`src/rtl/load_requester.sv`:
```
// Initiator for mem's load port: issues word loads, tracks them in an in-order
// FIFO and returns the addressed 16-bit word from each returning block with its tag.
module load_requester #(
   parameter int LATENCY = 100,
   parameter int DEPTH   = 128,
   parameter int TAGW    = 5
) (
   input  logic            clk,
   input  logic            rst,
   input  logic            req_valid,
   output logic            req_ready,
   input  logic [15:0]     req_addr,
   input  logic [TAGW-1:0] req_tag,
   output logic            loadEnable,
   output logic [15:0]     loadAddr,
   input  logic            loadReady,
   input  logic [63:0]     loadData,
   output logic            resp_valid,
   output logic [TAGW-1:0] resp_tag,
   output logic [15:0]     resp_data,
   output logic            busy,
   output logic            err_illegal,
   output logic            err_spurious
);

   localparam int AW = $clog2(DEPTH);
   localparam int CW = $clog2(LATENCY + 1);
   localparam int EW = TAGW + 2;

   localparam logic [0:0] S_DRAIN = 1'b0;
   localparam logic [0:0] S_RUN   = 1'b1;

   localparam logic [AW:0]   FULL_CNT   = (AW + 1)'(DEPTH);
   localparam logic [CW-1:0] DRAIN_INIT = CW'(LATENCY);

   logic [0:0]      state_q, state_d;
   logic [CW-1:0]   drain_cnt_q, drain_cnt_d;
   logic [AW-1:0]   wr_ptr_q, wr_ptr_d;
   logic [AW-1:0]   rd_ptr_q, rd_ptr_d;
   logic [AW:0]     count_q, count_d;
   logic            load_en_q, load_en_d;
   logic [15:0]     load_addr_q, load_addr_d;
   logic            resp_valid_q, resp_valid_d;
   logic [TAGW-1:0] resp_tag_q, resp_tag_d;
   logic [15:0]     resp_data_q, resp_data_d;
   logic            err_ill_q, err_ill_d;
   logic            err_spur_q, err_spur_d;

   // Each entry holds {tag, lane}; the address itself is not needed on return.
   logic [EW-1:0]   fifo_q [DEPTH];
   logic [EW-1:0]   head;
   logic [15:0]     lane_word;

   logic run, full, accept, illegal, push, pop, spurious;

   assign run      = (state_q == S_RUN);
   assign full     = (count_q == FULL_CNT);
   assign req_ready = run && !full;
   assign accept   = req_valid && req_ready;
   assign illegal  = (req_addr == 16'hFFFF);
   assign push     = accept && !illegal;
   assign pop      = loadReady && run && (count_q != '0);
   assign spurious = loadReady && run && (count_q == '0);
   assign head     = fifo_q[rd_ptr_q];

   always_comb begin
      lane_word = loadData[15:0];
      case (head[1:0])
         2'd0:    lane_word = loadData[63:48];
         2'd1:    lane_word = loadData[47:32];
         2'd2:    lane_word = loadData[31:16];
         default: lane_word = loadData[15:0];
      endcase
   end

   always_comb begin
      state_d      = state_q;
      drain_cnt_d  = drain_cnt_q;
      wr_ptr_d     = wr_ptr_q;
      rd_ptr_d     = rd_ptr_q;
      count_d      = count_q;
      load_en_d    = 1'b0;
      load_addr_d  = load_addr_q;
      resp_valid_d = 1'b0;
      resp_tag_d   = resp_tag_q;
      resp_data_d  = resp_data_q;
      err_ill_d    = err_ill_q;
      err_spur_d   = err_spur_q;

      // RUN is entered on the same edge the counter reaches zero.
      if (state_q == S_DRAIN) begin
         if (drain_cnt_q != '0) drain_cnt_d = drain_cnt_q - CW'(1);
         if (drain_cnt_q <= CW'(1)) state_d = S_RUN;
      end

      if (accept) begin
         if (illegal) begin
            err_ill_d = 1'b1;
         end else begin
            load_en_d   = 1'b1;
            load_addr_d = req_addr;
            wr_ptr_d    = wr_ptr_q + AW'(1);
         end
      end

      if (pop) begin
         rd_ptr_d     = rd_ptr_q + AW'(1);
         resp_valid_d = 1'b1;
         resp_tag_d   = head[EW-1:2];
         resp_data_d  = lane_word;
      end

      if (spurious) err_spur_d = 1'b1;

      case ({push, pop})
         2'b10:   count_d = count_q + (AW + 1)'(1);
         2'b01:   count_d = count_q - (AW + 1)'(1);
         default: count_d = count_q;
      endcase
   end

   always_ff @(posedge clk or posedge rst) begin
      if (rst) begin
         state_q      <= S_DRAIN;
         drain_cnt_q  <= DRAIN_INIT;
         wr_ptr_q     <= '0;
         rd_ptr_q     <= '0;
         count_q      <= '0;
         load_en_q    <= 1'b0;
         load_addr_q  <= '0;
         resp_valid_q <= 1'b0;
         resp_tag_q   <= '0;
         resp_data_q  <= '0;
         err_ill_q    <= 1'b0;
         err_spur_q   <= 1'b0;
      end else begin
         state_q      <= state_d;
         drain_cnt_q  <= drain_cnt_d;
         wr_ptr_q     <= wr_ptr_d;
         rd_ptr_q     <= rd_ptr_d;
         count_q      <= count_d;
         load_en_q    <= load_en_d;
         load_addr_q  <= load_addr_d;
         resp_valid_q <= resp_valid_d;
         resp_tag_q   <= resp_tag_d;
         resp_data_q  <= resp_data_d;
         err_ill_q    <= err_ill_d;
         err_spur_q   <= err_spur_d;
      end
   end

   always_ff @(posedge clk) begin
      if (push) fifo_q[wr_ptr_q] <= {req_tag, req_addr[1:0]};
   end

   assign loadEnable   = load_en_q;
   assign loadAddr     = load_addr_q;
   assign resp_valid   = resp_valid_q;
   assign resp_tag     = resp_tag_q;
   assign resp_data    = resp_data_q;
   assign err_illegal  = err_ill_q;
   assign err_spurious = err_spur_q;
   assign busy         = !run || (count_q != '0) || resp_valid_q;

endmodule

```
`config.mk`:
```
export PLATFORM = sky130hd
export DESIGN_NAME = load_requester
export DESIGN_NICKNAME = d
export VERILOG_FILES = /design/src/rtl/load_requester.sv
export SDC_FILE = /design/constraint.sdc
export NUM_CORES = 1
export LEC_CHECK = 0
export CELL_PAD_IN_SITES_DETAIL_PLACEMENT = 0
export CELL_PAD_IN_SITES_GLOBAL_PLACEMENT = 1
export CORE_AREA = 2 2 261 263
export CTS_CLUSTER_DIAMETER = 80
export DETAILED_ROUTE_END_ITERATION = 6
export DIE_AREA = 0 0 263 265
export HOLD_SLACK_MARGIN = 0.02
export PLACE_DENSITY_LB_ADDON = 0.1
export SLEW_MARGIN = 30
export SYNTH_ARGS = -nofsm -noshare
export SYNTH_HDL_FRONTEND = slang
export SYNTH_SLANG_ARGS = --single-unit
```
`constraint.sdc`:
```
create_clock -name clk -period 4.9 [get_ports clk]
set_input_delay 0.98 -clock clk [delete_from_list [all_inputs] [get_ports clk]]
set_output_delay 0.98 -clock clk [all_outputs]
set_load 0.005 [all_outputs]
```
Word-level counts from Yosys, hierarchy flattened
Memories as Yosys holds them, arrays and structs flattened.
Cells that the tools add are included.
{"block": "word_totals", "word_cells": 55, "ff_bits": 71, "in_bits": 89, "output_inout_bits": 43, "ramBits": 896, "memories": 1}
{"block": "op_classes", "eq_ne": 6, "addsub": 5, "n_mux": 9, "reduce_logical": 19, "order_cmp": 1, "n_bitwise": 2}
{"memory": "fifo_q", "depth": 128, "width": 7, "read_ports": 1, "rd_clocked_by_memory_dff": 0, "write_ports": 1, "line_no": "50", "rtl": "logic [EW-1:0] fifo_q [DEPTH];"}
{"op": "$pmux W16 S3", "n": 1}
{"op": "$eq A16 B16 Y1 const B", "n": 1}
{"op": "$pmux W8 S2", "n": 1}
{"op": "$add A7 B1 Y7 const B", "n": 2}
{"op": "$add A8 B1 Y8 const B", "n": 1}
{"op": "$eq A8 B8 Y1 const B", "n": 1}
{"op": "$logic_not A8 Y1", "n": 1}
{"op": "$reduce_bool A8 Y1", "n": 1}
{"op": "$sub A8 B1 Y8 const B", "n": 1}
{"op": "$le A7 B1 Y1 const B", "n": 1}
{"op": "$mux W1", "n": 7}
{"op": "$reduce_bool A7 Y1", "n": 1}
{"op": "$sub A7 B1 Y7 const B", "n": 1}
{"op": "$logic_and A1 B1 Y1", "n": 6}
{"op": "$reduce_and A2 Y1", "n": 3}
{"op": "$eq A2 B1 Y1 const B", "n": 2}
{"op": "$eq A2 B2 Y1 const B", "n": 2}
{"op": "$logic_not A1 Y1", "n": 3}
{"op": "$logic_not A2 Y1", "n": 1}
{"op": "$logic_or A1 B1 Y1", "n": 2}
{"op": "$not A1 Y1", "n": 2}
{"op": "$reduce_bool A2 Y1", "n": 1}

Logic depth before layout (Yosys ltp)
Gate-level depths: netlist of run 1.
{"block": "logic_depth", "word_depth": 7, "depth_mapped": 17, "depth_no_buf": 15}

Least setup slack after synthesis of run 1
OpenSTA, ideal clock, no wires.
{"block": "synth_path", "path_type": "input to register", "from": "input req_addr[14]", "to": "register count_q[7]", "t_arrival_ns": 3.633, "path_slack_ns": 1.187, "setup_ns": 0.080, "cell_stages": 14, "path_buffers": 1, "required_time_ns": 4.820, "path_cell_list": "nand4_1 -> nor4_1 -> nor2_1 -> inv_1 -> ha_1 -> clkbuf_1 -> and3b_1 -> o21ai_0 -> a22oi_1 -> a221oi_1 -> mux2i_1 -> o22ai_1 -> a21oi_1 -> xnor2_1"}
{"block": "synth_between", "elab_chain_cells": 5, "word_cells_on_any_way": 7, "classes_between": "3 x eq/ne; 1 x mux; 3 x reduce/logical"}
{"element": "start, declared", "line_no": "12", "rtl": "input logic [15:0] req_addr,"}
{"element": "$eq A16 B16 Y1 *", "line_no": "60", "rtl": "assign illegal = (req_addr == 16'hFFFF);"}
{"element": "$logic_not A1 Y1 *", "line_no": "61", "rtl": "assign push = accept && !illegal;"}
{"element": "$logic_and A1 B1 Y1 *", "line_no": "61"}
{"element": "$eq A2 B1 Y1 or $eq A2 B2 Y1 (tied branches)", "line_no": "115", "rtl": "case ({push, pop})"}
{"element": "$pmux W8 S2 or $reduce_bool A2 Y1 (tied branches)"}
{"element": "end signal, assigned", "line_no": "141", "rtl": "count_q <= count_d;"}
{"element": "end, declared", "line_no": "40", "rtl": "logic [AW:0] count_q, count_d;"}
Every way passes the cells marked *; elsewhere a longest branch is shown, timed or not.
A chain may end at the register's enable or synchronous reset.

Worst setup path after layout of run 1
{"block": "layout_path", "from": "register rd_ptr_q[1]", "to": "register resp_data_q[15], in the netlist resp_data[15]"}
{"block": "layout_between", "elab_chain_cells": 3, "word_cells_on_any_way": 5, "classes_between": "2 x eq/ne; 1 x mux; 1 x reduce/logical; 1 x memory"}
{"element": "start, declared", "line_no": "39", "rtl": "logic [AW-1:0] rd_ptr_q, rd_ptr_d;"}
{"element": "start signal, assigned", "line_no": "140", "rtl": "rd_ptr_q <= rd_ptr_d;"}
{"element": "$mem_v2 Z128 W7 *"}
{"element": "$eq A2 B2 Y1, or another cell as far along", "line_no": "68", "rtl": "case (head[1:0])"}
{"element": "$pmux W16 S3 *", "line_no": "68"}
{"element": "end signal, assigned", "line_no": "146", "rtl": "resp_data_q <= resp_data_d;"}
{"element": "end, declared", "line_no": "45", "rtl": "logic [15:0] resp_data_q, resp_data_d;"}
Marked as above.

==> results.toml, run 1 <==
[clocking]
clockBufferDepth = 3
worstSkewPairLatency_ps = 640
cts_tree = "built"
hold_buffers = 0
cts_inserted_buffers = 96
cts.sinks = 967
cts.root.buffer_cell = "clkbuf_16"
h-tree-depth = 3
clk_pin_slew_worst_paths_ps = 60
postCtsSetupBuffers = 0
cts_resized = 0

[power]
p_leak_nw = 14.1
ir_worst_vdd_mv = 0.471
pwr_density_cell_nw_per_um2 = 555

[floorplan]
ios = 132
die_w_um = 263
fp-row-count = 95
die_area_um2 = 69700
core_area_um2 = 66800
fp.dieH_um = 265
initial_core_util = 0.575

[min_path]
min_path_type = "reg -> reg"

[timing]
slew_headroom = 0.392
drv_slew = 0
clock_skew_ps = 14.4
tns_ps = 0
rsz0062_at_grt = "no"
setup_violations = 0
fin_crit_sh = 0.811
fin_crit_ps = 3980
worstMarginPinSlew_ps = 912
final_hold_viol_count = 0
clock.fmax_mhz = 252
fin_ws_ps = 925

[route]
num_vias = 19048
viasPerCell = 6.35
first_pass_iters = 7
wl_per_cell_um = 29.4
dr.first_iter.drc_count = 2144
ant_nets = 0
wirelength_um = 88200
drt_drc_violations_left = 0

[yosys]
ys_ff_latch = 967
synthTopCellsByCount = "edfxtp_1 (896), mux4_2 (258), nor2_1 (158)"
ys_top_cells_by_area = "edfxtp_1 (70%), mux4_2 (15%), dfrtp_1 (4.4%), mux2i_1 (1.8%), nor2_1 (1.5%)"
yosysTopAreaCell = "edfxtp_1"
ys_types = 59
ys.flop_type = "edfxtp_1"
ys_warn_count = 0
ys_async_sr_fraction = 0.0734
synth-edff-count = 896
synthCells = 1857
synth_top_area_frac = 0.700
yosysMostFrequentCell = "edfxtp_1"
synthesis.nets = 1953
ys_seq_area_frac = 0.747
avgSynthCellArea_um2 = 20.7
syn-cell-area_um2 = 38400

[layout]
fill_cells = 4416
regArea_um2 = 28700
drive_gt1_frac = 0.239
multi_input_area_um2 = 9070
synthToLayoutAreaGrowth_pct = 14.3
nets = 2139
diodes = 0

[worst_setup_path]
crit_required_ps = 5390
critPathLaunchType = "flop"
worst-path-max-fanout = 33
worstPathArrival_ps = 4460
crit_type = "reg -> reg"
cp-end-kind = "flop"

[place]
gp_congestion = 0.854
place_ws_ps = 383
port_buffers = 131
hpwl_um = 55700

[grt]
grt_overflow_total = 0
grt_pass1_wl_um = 131000
grt_pass1_vias = 19478
grt_max_degree = 107
antenna_found_initial = 2
grt_usage = 0.259

[run_status]
status = "complete, no violations"

[run]
drv_cap = 0
==> through the flow <==
stage / power, mW / util / hold WS, ps / cells / instance area (µm²)
floorplan: 14.8 / - / 448 / 1857 / 38400
finish: 24.4 / 0.657 / 462 / 2998 / 43900
global placement: 17.2 / 0.610 / 450 / 2815 / 40700
CTS: 24.5 / 0.657 / 467 / 2996 / 43900
global route: 25.2 / 0.657 / 479 / 2998 / 43900
detailed placement: 17.3 / 0.610 / 452 / 2816 / 40800
==> cells by family (layout without fill, tap and decap cells) <==
family | Yosys count | in the layout | synth area share
XOR/XNOR | 29 | 29 | 0.00661
buffers and inverters | 115 | 383 | 0.0173
adder cells (fa/ha/maj) | 7 | 7 | 0.00228
multiplexers | 353 | 353 | 0.177
flip-flops | 967 | 967 | 0.747
AND/OR/NAND/NOR | 295 | 295 | 0.0332
AO/OA/AOI/OAI | 91 | 91 | 0.0172
==> registers in the layout, summed over array words and instances, names as in the netlist, 5 cells and up <==
name / flops
drain_cnt_q: 7
fifo_q: 896
count_q: 8
loadAddr: 16
rd_ptr_q: 7
resp_data: 16
resp_tag: 5
wr_ptr_q: 7
==> worst paths after layout <==
kind                                     startpoint                         end  slack [ps]  cells after the start
max                         rd_ptr_q[1]$_DFFE_PP0P_   resp_data[15]$_DFFE_PP0P_         920                     10
min                        err_spurious$_DFFE_PP0P_    err_spurious$_DFFE_PP0P_         460                      1
max reg2reg                 rd_ptr_q[1]$_DFFE_PP0P_   resp_data[15]$_DFFE_PP0P_         920                     10
min reg2reg                err_spurious$_DFFE_PP0P_    err_spurious$_DFFE_PP0P_         460                      1
max in group asynchronous                       rst  drain_cnt_q[5]$_DFFE_PP1P_        3220                      3
min in group asynchronous                       rst   resp_data[13]$_DFFE_PP0P_         730                      2
==> layout make-up <==
class                   instances  area share
clock inverters                55      0.0113
well taps                     873      0.0249
multi-input cells             775       0.207
inverters                      10    0.000883
clock buffers                 125      0.0593
flip-flops and latches        967       0.654
repair buffers                193      0.0434
==> report_power, final <==
part / switching, mW / total, mW / leakage (nW) / internal (mW)
combinational: 3.75 / 7.22 / 3.68 / 3.47
sequential: 0.535 / 9.90 / 8.90 / 9.37
clock: 3.03 / 7.25 / 1.53 / 4.22
total: 7.32 / 24.4 / 14.1 / 17.1
==> worst max-delay path: stages, from the launching register on <==
cell	delay [ps]
dfrtp_4	900
buf_4	460
mux2i_1	130
o221ai_1	280
o22ai_1	140
a2111oi_0	590
buf_4	250
o32a_2	130
buf_4	450
mux2i_1	300
o221ai_1	130
==> cells in the final DEF, fill, tap and decap left out, types with 19 or more instances in the layout <==
master           netlist  routed
mux4_2               258     258
nand2_1               64      64
clkbuf_16              0      99
nor2_1               158     157
clkbuf_1              42      23
buf_4                 20      57
mux2_2                25      25
clkinv_2               0      25
mux2i_1               70      70
clkdlybuf4s50_1        0     124
o221ai_1              19      19
nand3_1               23      23
dfrtp_1               68      64
edfxtp_1             896     896
==> layer usage <==
| layer | wire length [µm] | part of all wire | track usage | vias to the layer above |
|---|---|---|---|---|
| met4 | 1860 | 0.021 | 0.0590 | 0 |
| met3 | 6520 | 0.074 | 0.0418 | 134 |
| met2 | 43500 | 0.49 | 0.418 | 778 |
| li1 | - | - | - | 8018 |
| met5 | 0 | 0 | 0 | - |
| met1 | 36300 | 0.41 | 0.379 | 10118 |
Note: power is estimated with default switching activity, not from simulation.
==> inputs of run 2 (changes only) <==
--- a/config.mk
+++ b/config.mk
@@ -7,10 +7,10 @@
 export LEC_CHECK = 0
 export CELL_PAD_IN_SITES_DETAIL_PLACEMENT = 0
 export CELL_PAD_IN_SITES_GLOBAL_PLACEMENT = 1
-export CORE_AREA = 2 2 261 263
+export CORE_AREA = 2 2 284 286
 export CTS_CLUSTER_DIAMETER = 80
 export DETAILED_ROUTE_END_ITERATION = 6
-export DIE_AREA = 0 0 263 265
+export DIE_AREA = 0 0 286 288
 export HOLD_SLACK_MARGIN = 0.02
 export PLACE_DENSITY_LB_ADDON = 0.1
 export SLEW_MARGIN = 30
==> constraint.sdc (replaced) <==
create_clock -name clk -period 3.3 [get_ports clk]
set_input_delay 0.66 -clock clk [delete_from_list [all_inputs] [get_ports clk]]
set_output_delay 0.66 -clock clk [all_outputs]
set_load 0.005 [all_outputs]
==> results.toml, run 2 (synthesis results as in run 1) <==
[worst_setup_path]
worst-path-max-fanout = 21
critPathLaunchType = "flop"
cp-end-kind = "flop"
crit_type = "reg -> reg"
crit_required_ps = 3820
worstPathArrival_ps = 3720

[floorplan]
initial_core_util = 0.482
fp-row-count = 104
core_area_um2 = 79600
die_w_um = 286
ios = 132
fp.dieH_um = 288
die_area_um2 = 82400

[timing]
fin_crit_ps = 3200
clock.fmax_mhz = 313
whs_ps = 460
final_hold_viol_count = 0
slew_headroom = 0.388
setup_violations = 0
fin_crit_sh = 0.970
clock_skew_ps = 22.6
drv_slew = 0
worstMarginPinSlew_ps = 917

[layout]
final_common_cell = "edfxtp_1"
final_cell_mix = "edfxtp_1 (896), mux4_2 (258), nor2_1 (155)"
instances_no_fill = 3264
drive_gt1_frac = 0.268
fill_cells = 5991
multi_input_area_um2 = 9130
diodes = 0
largest_register_ffs = 896
synthToLayoutAreaGrowth_pct = 17.3
nets = 2213
regArea_um2 = 28700
regMostFlops = "fifo_q"

[place]
dpl.cell_count = 3064
port_buffers = 131
hpwl_um = 59100
gp_congestion = 0.812

[power]
ir_worst_vdd_mv = 0.622
p_leak_nw = 14.6
pwr_density_cell_nw_per_um2 = 832

[route]
dr.first_iter.drc_count = 1700
ant_nets = 0
viasPerCell = 5.83
drt_drc_violations_left = 0
num_vias = 19032
wl_per_cell_um = 28.0
wirelength_um = 91300
first_pass_iters = 5

[clocking]
cts_inserted_buffers = 101
cts.root.buffer_cell = "clkbuf_16"
cts.sinks = 967
clk_pin_slew_worst_paths_ps = 60
worstSkewPairLatency_ps = 660
cts_tree = "built"
hold_buffers = 0
h-tree-depth = 3
clockBufferDepth = 3

[min_path]
min_path_type = "in -> reg"

[run]
drv_cap = 0

[grt]
grt_overflow_total = 0
grt_pass1_wl_um = 134000
antenna_found_initial = 3
grt_usage = 0.224
grt_max_degree = 107
grt_pass1_vias = 19598

[run_status]
status = "complete, no violations"
==> run 2: changes by cell type in the layout (fill, tap and decap cells not counted), sizes merged <==
| cell | before | now |
|---|---|---|
| buf | 69 | 138 |
| clkbuf | 125 | 131 |
| clkinv | 43 | 44 |
| inv | 11 | 14 |
==> run 2: final timing paths <==
path	slack [ps]	depth (start not counted)	startpoint	endpoint
setup / recovery	100	9	rd_ptr_q[0]$_DFFE_PP0P_	resp_tag[4]$_DFFE_PP0P_
hold / removal	460	1	req_tag[0]	fifo_q[58][2]$_DFFE_PP_
setup reg to reg	100	9	rd_ptr_q[0]$_DFFE_PP0P_	resp_tag[4]$_DFFE_PP0P_
hold reg to reg	470	1	drain_cnt_q[6]$_DFFE_PP1P_	drain_cnt_q[6]$_DFFE_PP1P_
max in group asynchronous	2130	3	rst	loadAddr[13]$_DFFE_PP0P_
min in group asynchronous	470	2	rst	err_spurious$_DFFE_PP0P_
==> run 2: cell type report <==
cell class	instances	share of cell area
sequential	967	0.637
multi-input combinational	775	0.203
clock buffer	131	0.0593
timing repair buffer	262	0.0589
tap	1060	0.0294
clock inverter	59	0.0119
inverter	10	0.000889
==> run 2: per-stage QoR <==
stage,worst slack (ps),area [µm²],power [mW],TNS [ps],util
after floorplan,30.4,38400,22.0,0,-
final,101,45100,37.5,0,0.566
after detailed placement,-267,41700,26.7,-23730,0.524
after global routing,-10.1,45100,38.9,-10.1,0.566
after global placement,-255,41700,26.6,-29580,0.524
after CTS,56.9,44900,37.7,0,0.564
==> run 2: repair_timing <==
item	CTS	global route
resized for setup	2	13
pin swaps	0	1
setup endpoints to repair	16	20
buffers inserted	0	10
==> run 2: critical path, stage by stage (launching register included) <==
cell	delay, ps
dfrtp_4	510
buf_12	200
buf_16	210
mux4_2	570
mux4_2	580
and2_1	210
a211oi_2	220
buf_4	160
o22a_1	280
o21ai_1	90
==> run 2: power breakdown <==
part	internal [mW]	leakage (nW)	switching (mW)
logic	5.87	4.11	6.27
registers	13.9	8.90	0.379
clock network	6.42	1.58	4.63
total	26.2	14.6	11.3
==> run 2: layer usage <==
layer / vias up / global-route usage / part of all wire
met2: 597 / 0.370 / 0.50
li1: 8171 / - / -
met3: 98 / 0.0303 / 0.053
met4: 0 / 0.0546 / 0.018
met1: 10166 / 0.320 / 0.43
met5: - / 0 / 0
==> inputs of run 3 (changes only) <==
--- a/config.mk
+++ b/config.mk
@@ -8,7 +8,7 @@
 export CELL_PAD_IN_SITES_DETAIL_PLACEMENT = 0
 export CELL_PAD_IN_SITES_GLOBAL_PLACEMENT = 1
 export CORE_AREA = 2 2 284 286
-export CTS_CLUSTER_DIAMETER = 80
+export CTS_CLUSTER_DIAMETER = 60
 export DETAILED_ROUTE_END_ITERATION = 6
 export DIE_AREA = 0 0 286 288
 export HOLD_SLACK_MARGIN = 0.02
==> results.toml, run 3 (synthesis results as in run 1) <==
[run_status]
status = "complete, no violations"

[power]
p_sw_mw = 11.4
ir_worst_vdd_mv = 0.617
pwr_density_cell_nw_per_um2 = 838
power_mw = 37.9
pwr-share-seq = 0.377
pwr-share-comb = 0.321
p_leak_nw = 14.7
internal_power_mw = 26.5
switching_share = 0.301
pwr-share-clk = 0.302

[floorplan]
ios = 132
fp-row-count = 104
die_w_um = 286
fp.dieH_um = 288
core_area_um2 = 79600
die_area_um2 = 82400
initial_core_util = 0.482

[worst_setup_path]
crit_path_cell_trace = "buf_12 -> buf_16 -> mux4_2 -> mux4_2 -> and2_1 -> a211oi_1 -> buf_4 -> o22a_1 -> o21ai_1"
cp-end-kind = "flop"
cp_slowest_stage_delay_ps = 570
worstPathArrival_ps = 3710
r2r_cells = 9
path_buf_inv = 3
cp_common_cell = "mux4_2"
worst-path-max-fanout = 21
crit_type = "reg -> reg"
crit_required_ps = 3830
critPathLaunchType = "flop"
cp.depth = 9
crit_family = "multiplexers"
slowest_stage = "mux4_2"

[route]
num_vias = 19087
first_pass_iters = 6
drt_drc_violations_left = 0
dr.first_iter.drc_count = 1763
wl_per_cell_um = 28.0
ant_nets = 0
viasPerCell = 5.84
wirelength_um = 91500

[grt]
grt_overflow_total = 0
grt_pass1_vias = 19527
grt_pass1_wl_um = 134000
grt_max_degree = 107
grt_usage = 0.225
antenna_found_initial = 4

[place]
port_buffers = 131
gp_congestion = 0.812
placed_area_um2 = 41700
place_ws_ps = -267
hpwl_um = 59100

[clocking]
cts_inserted_buffers = 103
cts_tree = "built"
cts.root.buffer_cell = "clkbuf_16"
worstSkewPairLatency_ps = 670
hold_buffers = 0
clockBufferDepth = 3
cts.sinks = 967
h-tree-depth = 3
clk_pin_slew_worst_paths_ps = 60

[timing]
worstMarginPinSlew_ps = 918
final_hold_viol_count = 0
whs_ps = 454
slew_headroom = 0.386
fin_ws_ps = 116
setup_violations = 0
drv_slew = 0
fin_crit_sh = 0.965
fin_crit_ps = 3180
clock_skew_ps = 18.9
clock.fmax_mhz = 314

[layout]
synthToLayoutAreaGrowth_pct = 17.7
final_cell_mix = "edfxtp_1 (896), mux4_2 (258), nor2_1 (155)"
final_cell_area_um2 = 45200
drive_gt1_frac = 0.272
regMostFlops = "fifo_q"
largest_register_ffs = 896
nets = 2217
regArea_um2 = 28700
fill_cells = 5989
utilization = 0.568
diodes = 0
multi_input_area_um2 = 9130
final_common_cell = "edfxtp_1"

[run]
drv_cap = 0

[min_path]
min_path_type = "in -> async"
run 3: cell types whose count changed in the layout (fill, tap and decap cells not counted), sizes merged:
cell      before  now
clkinv        44   46
bufinv         9   11
clkinvlp       2    5
clkbuf       131  127
buf          138  140
run 3: power groups by stage:
| stage | Combinational, mW | Sequential (mW) | Clock (mW) |
|---|---|---|---|
| floorplan | 7.69 | 14.4 | 0 |
| global placement | 12.1 | 14.5 | 0 |
| detailed placement | 12.1 | 14.5 | 0 |
| CTS | 12.2 | 14.3 | 11.6 |
| global route | 12.8 | 14.3 | 12.1 |
| finish | 12.2 | 14.3 | 11.5 |
run 3: routing by layer:
layer	up-vias	global-route usage	wire, µm
met1	10157	0.318	38700
met3	122	0.0353	5110
li1	8183	-	-
met2	623	0.367	45600
met4	2	0.0614	2050
met5	-	0	12
run 3: final cells by class:
cell class	count	area share
Sequential cell	967	0.634
Multi-Input combinational cell	775	0.202
Inverter	10	0.000885
Tap cell	1060	0.0293
Clock buffer	127	0.0594
Clock inverter	66	0.0150
Timing Repair Buffer	264	0.0590
run 3: metrics by stage:
stage	setup TNS, ps	instances
after floorplan	0	1857
after global placement	-29580	3064
after detailed placement	-23730	3064
after CTS	0	3257
after global routing	-22.3	3269
final	0	3269
run 3: worst paths after layout:
| check | startpoint | to | slack [ps] |
|---|---|---|---|
| worst max-delay path | rd_ptr_q[0]$_DFFE_PP0P_ | resp_tag[2]$_DFFE_PP0P_ | 120 |
| worst min-delay path | rst | count_q[0]$_DFFE_PP0P_ | 450 |
| worst max register to register | rd_ptr_q[0]$_DFFE_PP0P_ | resp_tag[2]$_DFFE_PP0P_ | 120 |
| worst min register to register | drain_cnt_q[6]$_DFFE_PP1P_ | drain_cnt_q[6]$_DFFE_PP1P_ | 470 |
| max in group asynchronous | rst | loadAddr[10]$_DFFE_PP0P_ | 2140 |
| min in group clk | req_tag[0] | fifo_q[58][2]$_DFFE_PP_ | 460 |
run 3: worst register-to-register path, cell delays in order (launching register included):
cell and delay, ps:
dfrtp_4 490, buf_12 190, buf_16 220, mux4_2 590, mux4_2 570, and2_1 200, a211oi_1 260, buf_4 170
o22a_1 260, o21ai_1 80
run 3: timing repair:
action	CTS	global route
setup buffers	0	12
gates resized for setup	2	13
endpoints found under the setup margin	16	20
